===== src/rtl/multi_event_counter_pkg.sv =====
// Shared mode constants and helpers for the multi-channel event counter.
// Imported by the per-channel counter and by the top level.
package multi_event_counter_pkg;

    localparam int unsigned MODE_LEVEL = 0;
    localparam int unsigned MODE_EDGE  = 1;
    localparam int unsigned MODE_WRAP  = 0;
    localparam int unsigned MODE_SAT   = 1;

    // Read-select width; a single channel still needs a 1-bit select port.
    function automatic int unsigned sel_width(input int unsigned n_ch);
        return (n_ch > 1) ? $clog2(n_ch) : 1;
    endfunction

endpackage


===== src/rtl/event_counter_ch.sv =====
// One counter channel: optional edge detect, count register, sticky overflow
// and a threshold compare on the live count.
module event_counter_ch
    import multi_event_counter_pkg::*;
#(
    parameter int unsigned WIDTH     = 16,
    parameter int unsigned EDGE_MODE = MODE_LEVEL,
    parameter int unsigned SAT_MODE  = MODE_WRAP
) (
    input  logic             clk,
    input  logic             rst,
    input  logic             i_evt,
    input  logic             i_en,
    input  logic             i_clr,
    input  logic [WIDTH-1:0] i_thresh,
    output logic [WIDTH-1:0] o_count,
    output logic             o_ovf,
    output logic             o_thresh_hit
);

    logic             r_evt_d;
    logic [WIDTH-1:0] r_count;
    logic             r_ovf;
    logic             w_inc;
    logic [WIDTH-1:0] w_count_nxt;
    logic             w_ovf_nxt;

    // Edge history tracks evt regardless of en, so raising en on a held
    // event never looks like an edge.
    always_comb begin
        if (EDGE_MODE == MODE_EDGE) begin
            w_inc = i_en & i_evt & ~r_evt_d;
        end else begin
            w_inc = i_en & i_evt;
        end
    end

    always_comb begin
        w_count_nxt = r_count;
        w_ovf_nxt   = r_ovf;
        if (i_clr) begin
            w_count_nxt = '0;
            w_ovf_nxt   = 1'b0;
        end else if (w_inc) begin
            if (!(&r_count)) begin
                w_count_nxt = r_count + {{(WIDTH-1){1'b0}}, 1'b1};
            end else begin
                w_ovf_nxt = 1'b1;
                if (SAT_MODE == MODE_WRAP) begin
                    w_count_nxt = '0;
                end
            end
        end
    end

    always_ff @(posedge clk) begin
        if (!rst) begin
            r_evt_d <= 1'b0;
            r_count <= '0;
            r_ovf   <= 1'b0;
        end else begin
            r_evt_d <= i_evt;
            r_count <= w_count_nxt;
            r_ovf   <= w_ovf_nxt;
        end
    end

    assign o_count      = r_count;
    assign o_ovf        = r_ovf;
    assign o_thresh_hit = (r_count >= i_thresh);

endmodule


===== src/rtl/multi_event_counter.sv =====
// N_CH independent event counters with a coherent snapshot bank and a
// registered, channel-muxed read port.
module multi_event_counter
    import multi_event_counter_pkg::*;
#(
    parameter int unsigned N_CH      = 4,
    parameter int unsigned WIDTH     = 16,
    parameter int unsigned EDGE_MODE = MODE_LEVEL,
    parameter int unsigned SAT_MODE  = MODE_WRAP,
    localparam int unsigned SEL_W    = sel_width(N_CH)
) (
    input  logic             clk,
    input  logic             rst,
    input  logic [N_CH-1:0]  evt_in,
    input  logic             en,
    input  logic [N_CH-1:0]  clr,
    input  logic [WIDTH-1:0] thresh,
    input  logic             snap,
    input  logic [SEL_W-1:0] rd_sel,
    output logic [WIDTH-1:0] count_out,
    output logic [N_CH-1:0]  ovf_out,
    output logic [N_CH-1:0]  thresh_hit
);

    logic [WIDTH-1:0] w_count  [N_CH];
    logic [WIDTH-1:0] r_shadow [N_CH];
    logic [WIDTH-1:0] w_rd_data;

    for (genvar g = 0; g < N_CH; g++) begin : g_ch
        event_counter_ch #(
            .WIDTH     (WIDTH),
            .EDGE_MODE (EDGE_MODE),
            .SAT_MODE  (SAT_MODE)
        ) u_ch (
            .clk          (clk),
            .rst          (rst),
            .i_evt        (evt_in[g]),
            .i_en         (en),
            .i_clr        (clr[g]),
            .i_thresh     (thresh),
            .o_count      (w_count[g]),
            .o_ovf        (ovf_out[g]),
            .o_thresh_hit (thresh_hit[g])
        );
    end

    // Shadow captures the pre-update live counts, so snap+clr keeps the old value.
    always_ff @(posedge clk) begin
        if (!rst) begin
            for (int unsigned i = 0; i < N_CH; i++) begin
                r_shadow[i] <= '0;
            end
        end else if (snap) begin
            for (int unsigned i = 0; i < N_CH; i++) begin
                r_shadow[i] <= w_count[i];
            end
        end
    end

    always_comb begin
        w_rd_data = '0;
        if (32'(rd_sel) < N_CH) begin
            w_rd_data = r_shadow[rd_sel];
        end
    end

    always_ff @(posedge clk) begin
        if (!rst) begin
            count_out <= '0;
        end else begin
            count_out <= w_rd_data;
        end
    end

endmodule


===== config.mk =====
export PLATFORM = sky130hd
export DESIGN_NAME = multi_event_counter
export DESIGN_NICKNAME = d
export VERILOG_FILES = /design/src/rtl/multi_event_counter_pkg.sv /design/src/rtl/event_counter_ch.sv /design/src/rtl/multi_event_counter.sv
export SDC_FILE = /design/constraint.sdc
export NUM_CORES = 1
export LEC_CHECK = 0
export ABC_CLOCK_PERIOD_IN_PS = 3500
export CAP_MARGIN = 15
export CORE_UTILIZATION = 45
export DETAILED_ROUTE_END_ITERATION = 6
export PLACE_DENSITY = 0.65
export SLEW_MARGIN = 10
export SYNTH_ARGS = -nofsm -noshare
export SYNTH_HDL_FRONTEND = slang
export SYNTH_HIERARCHICAL = 1
export SYNTH_SLANG_ARGS = --single-unit

===== constraint.sdc =====
create_clock -name clk -period 3.5 [get_ports clk]
set_input_delay 0.875 -clock clk [delete_from_list [all_inputs] [get_ports clk]]
set_output_delay 0.875 -clock clk [all_outputs]
set_load 0.1 [all_outputs]

==> flow_summary.yaml <==
floorplanning:
  ios: 54
  rows: 48
  die_y_um: 134
  fp.dieW_um: 134
  initial_utilization: 0.458
  core-area_sq_um: 17200
  die_area_sq_um: 18100
timing:
  max_slew_margin: 0.379
  drv_slew: 0
  final.period_utilization: 0.994
  hold_viol: 0
  rsz0062_at_grt: "true"
  layout_setup_ws_ns: 0.0202
  finalSetupViolations: 0
  fin_setup_tns_ns: 0
  hold_slack_ns: 0.478
  finalCriticalPeriod_ns: 3.48
  fin_skew_ns: 0.00703
  max_freq_ghz: 0.287
  worst_pin_slew_ns: 0.931
worst_setup_path:
  critPathSlowestCell: "or4_4"
  max_stage_delay_ns: 0.42
  cp_num_buf_inv: 4
  setup.worst_path.end_class: "output port"
  start_kind: "input pin"
  cp_top_family: "simple AND/OR/NAND/NOR gates"
  crit_type: "in2out"
  crit_chain: "buf_2 -> buf_6 -> inv_4 -> ha_4 -> and4_1 -> nand3b_1 -> or4_4 -> o211ai_1 -> clkbuf_16"
  cp_max_fo: 4
  cp.arrival_ns: 2.60
  cp.required_ns: 2.62
yosys:
  ys_warn_count: 6
  yosysMostFrequentCell: "dfxtp_1"
  synth_cell_type_count: 37
  synth_edf_count: 64
  async_flop_share: 0
  synth_seq_cells: 148
  synth_ff_type: "dfxtp_1"
  synth_nets: 898
  synth_cells: 800
  yosysSeqAreaShare: 0.456
  syn_area_per_cell_sq_um: 9.87
  synth_top_area_frac: 0.243
  synth_area_leaders: "edfxtp_1, dfxtp_1, ha_1"
  synth_largest_area_cell: "edfxtp_1"
  yosys-top-cells-count: "dfxtp_1, nor2_1, ha_1, inv_1"
  syn_area_sq_um: 7900
routing:
  drt_iter0_drc: 373
  wirelength_um: 20200
  ant_nets: 0
  first_pass_iters: 5
  vias: 6234
  wl_per_cell_um: 17.8
  drcViolationCount: 0
  vias_per_cell: 5.48
cts:
  cts_num_sinks: 148
  clk_pin_slew_worst_paths_ns: 0.06
  clockRootBuffer: "clkbuf_16"
  cts_tree: "done"
  clock_path_buffers: 2
  insertion_delay_ns: 0.43
  numCtsBuffers: 17
  htree_levels: 4
  cts_hold_buf: 0
worst_hold_path:
  worstHoldPathType: "reg2reg"
placement:
  hpwl_um: 14700
  dp.cells: 1094
  place_ws_ns: -0.376
  gp_congestion: 0.871
  placed_area_sq_um: 9060
  io_buffers: 53
pwr:
  power_density_nw_per_um2: 428
  swShare: 0.236
  power.switching_mw: 1.00
  combPwrFrac: 0.092
  pwr-share-seq: 0.437
  pwr-share-clk: 0.471
  internal_power_mw: 3.25
  leakagePower_nw: 4.12
  vdd_drop_max_uv: 422
global_routing:
  grt_usage: 0.233
  grt_max_degree: 65
  grt_pass1_vias: 5787
  met3_usage: 0.0420
  grt_util_met1: 0.323
  top_usage_layer: "met2"
  use_met2: 0.360
  overflow: 0
  antenna_found_initial: 1
  grt_first_pass_wirelength_um: 31400
final_layout:
  multi_input_area_sq_um: 4130
  final_cells: 1137
  final_layout_size_suffix_gt1_frac: 0.202
  synthToLayoutAreaGrowth_pct: 25.8
  finalInstanceArea_sq_um: 9930
  regArea_sq_um: 3600
  finalNetCount: 996
  n_fill_cell: 1419
run:
  max_cap_violations: 0
outcome:
  status: "complete, no violations"
cell usage in the layout, fill, tap and decap left out, types with 7 or more instances in the layout:
master	synthesis	final
nor3_1	20	20
and4_1	8	7
a21oi_1	32	32
nor4_1	28	28
o21ai_0	12	8
dfxtp_1	84	83
mux2i_1	32	32
nand3b_1	8	8
buf_4	0	64
clkdlybuf4s50_1	0	11
buf_6	2	11
inv_1	68	47
and3_1	64	64
edfxtp_1	64	64
xnor2_1	48	48
ha_4	0	18
nand2b_1	10	8
nand3_1	20	20
ha_1	68	49
or3_1	8	8
nand2_1	41	41
inv_2	0	14
clkbuf_16	0	22
o22ai_1	16	16
nor2_1	80	80
nand4_1	20	20
per-stage QoR:
step | util | total power, mW
final | 0.576 | 4.25
after global routing | 0.576 | 4.38
after CTS | 0.571 | 4.27
after detailed placement | 0.526 | 2.27
after global placement | 0.526 | 2.26
after floorplan | - | 2.12
registers in the layout, summed over array words and instances (netlist names):
register	cells
r_shadow	64
g_ch.u_ch/o_ovf	4
g_ch.u_ch/o_count	64
count_out	16
power by group through the flow:
stage | Sequential [mW] | Combinational (mW) | Clock, mW
final | 1.86 | 0.391 | 2.00
after global routing | 1.86 | 0.422 | 2.10
after CTS | 1.86 | 0.385 | 2.03
after detailed placement | 1.90 | 0.372 | 0
after global placement | 1.89 | 0.368 | 0
after floorplan | 1.96 | 0.157 | 0
metal layers:
layer	routed length [um]	up-vias
li1	-	3098
met1	9310	2887
met2	9110	216
met3	1270	33
met4	556	0
met5	0	-
cell families (layout without fill, tap and decap cells):
| group | count (synthesis) | after routing | synth area share |
|---|---|---|---|
| other cells | 0 | 1 | 0 |
| fa+ha+maj | 68 | 68 | 0.108 |
| flops | 148 | 148 | 0.456 |
| buf+inv | 93 | 204 | 0.0534 |
| compound gates | 88 | 88 | 0.0685 |
| mux | 32 | 32 | 0.0406 |
| simple gates | 319 | 319 | 0.216 |
| xor+xnor | 52 | 52 | 0.0577 |
tightest hold or removal path, delay by kind of cell (launching register included):
family	cells	cell delay [ns]
AND/OR/NAND/NOR	1	0.07
flip-flops	1	0.33
AO/OA/AOI/OAI	1	0.04
what timing repair did:
action / CTS / global route
pin swaps: 8 / 7
endpoints found under the setup margin: 4 / 4
setup buffers: 9 / 2
gates resized for setup: 77 / 30
final timing paths:
kind | slack [ns] | depth (start not counted) | endpoint | from
hold / removal | 0.48 | 2 | g_ch[1].u_ch/o_ovf$_SDFFE_PP0P_ | g_ch[1].u_ch/o_ovf$_SDFFE_PP0P_
hold reg to reg | 0.48 | 2 | g_ch[1].u_ch/o_ovf$_SDFFE_PP0P_ | g_ch[1].u_ch/o_ovf$_SDFFE_PP0P_
setup / recovery | 0.02 | 9 | thresh_hit[0] | thresh[5]
setup reg to reg | 1.64 | 5 | g_ch[0].u_ch/o_count[10]$_SDFFE_PP0P_ | g_ch[0].u_ch/o_count[1]$_SDFFE_PP0P_
cell type report:
cell class,instances,share of cell area
Antenna cell,1,0.000252
Clock buffer,21,0.0506
Clock inverter,11,0.0159
Inverter,68,0.0295
Multi-Input combinational cell,559,0.416
Sequential cell,148,0.363
Tap cell,225,0.0283
Timing Repair Buffer,104,0.0964
Note: power is estimated with default switching activity, not from simulation.
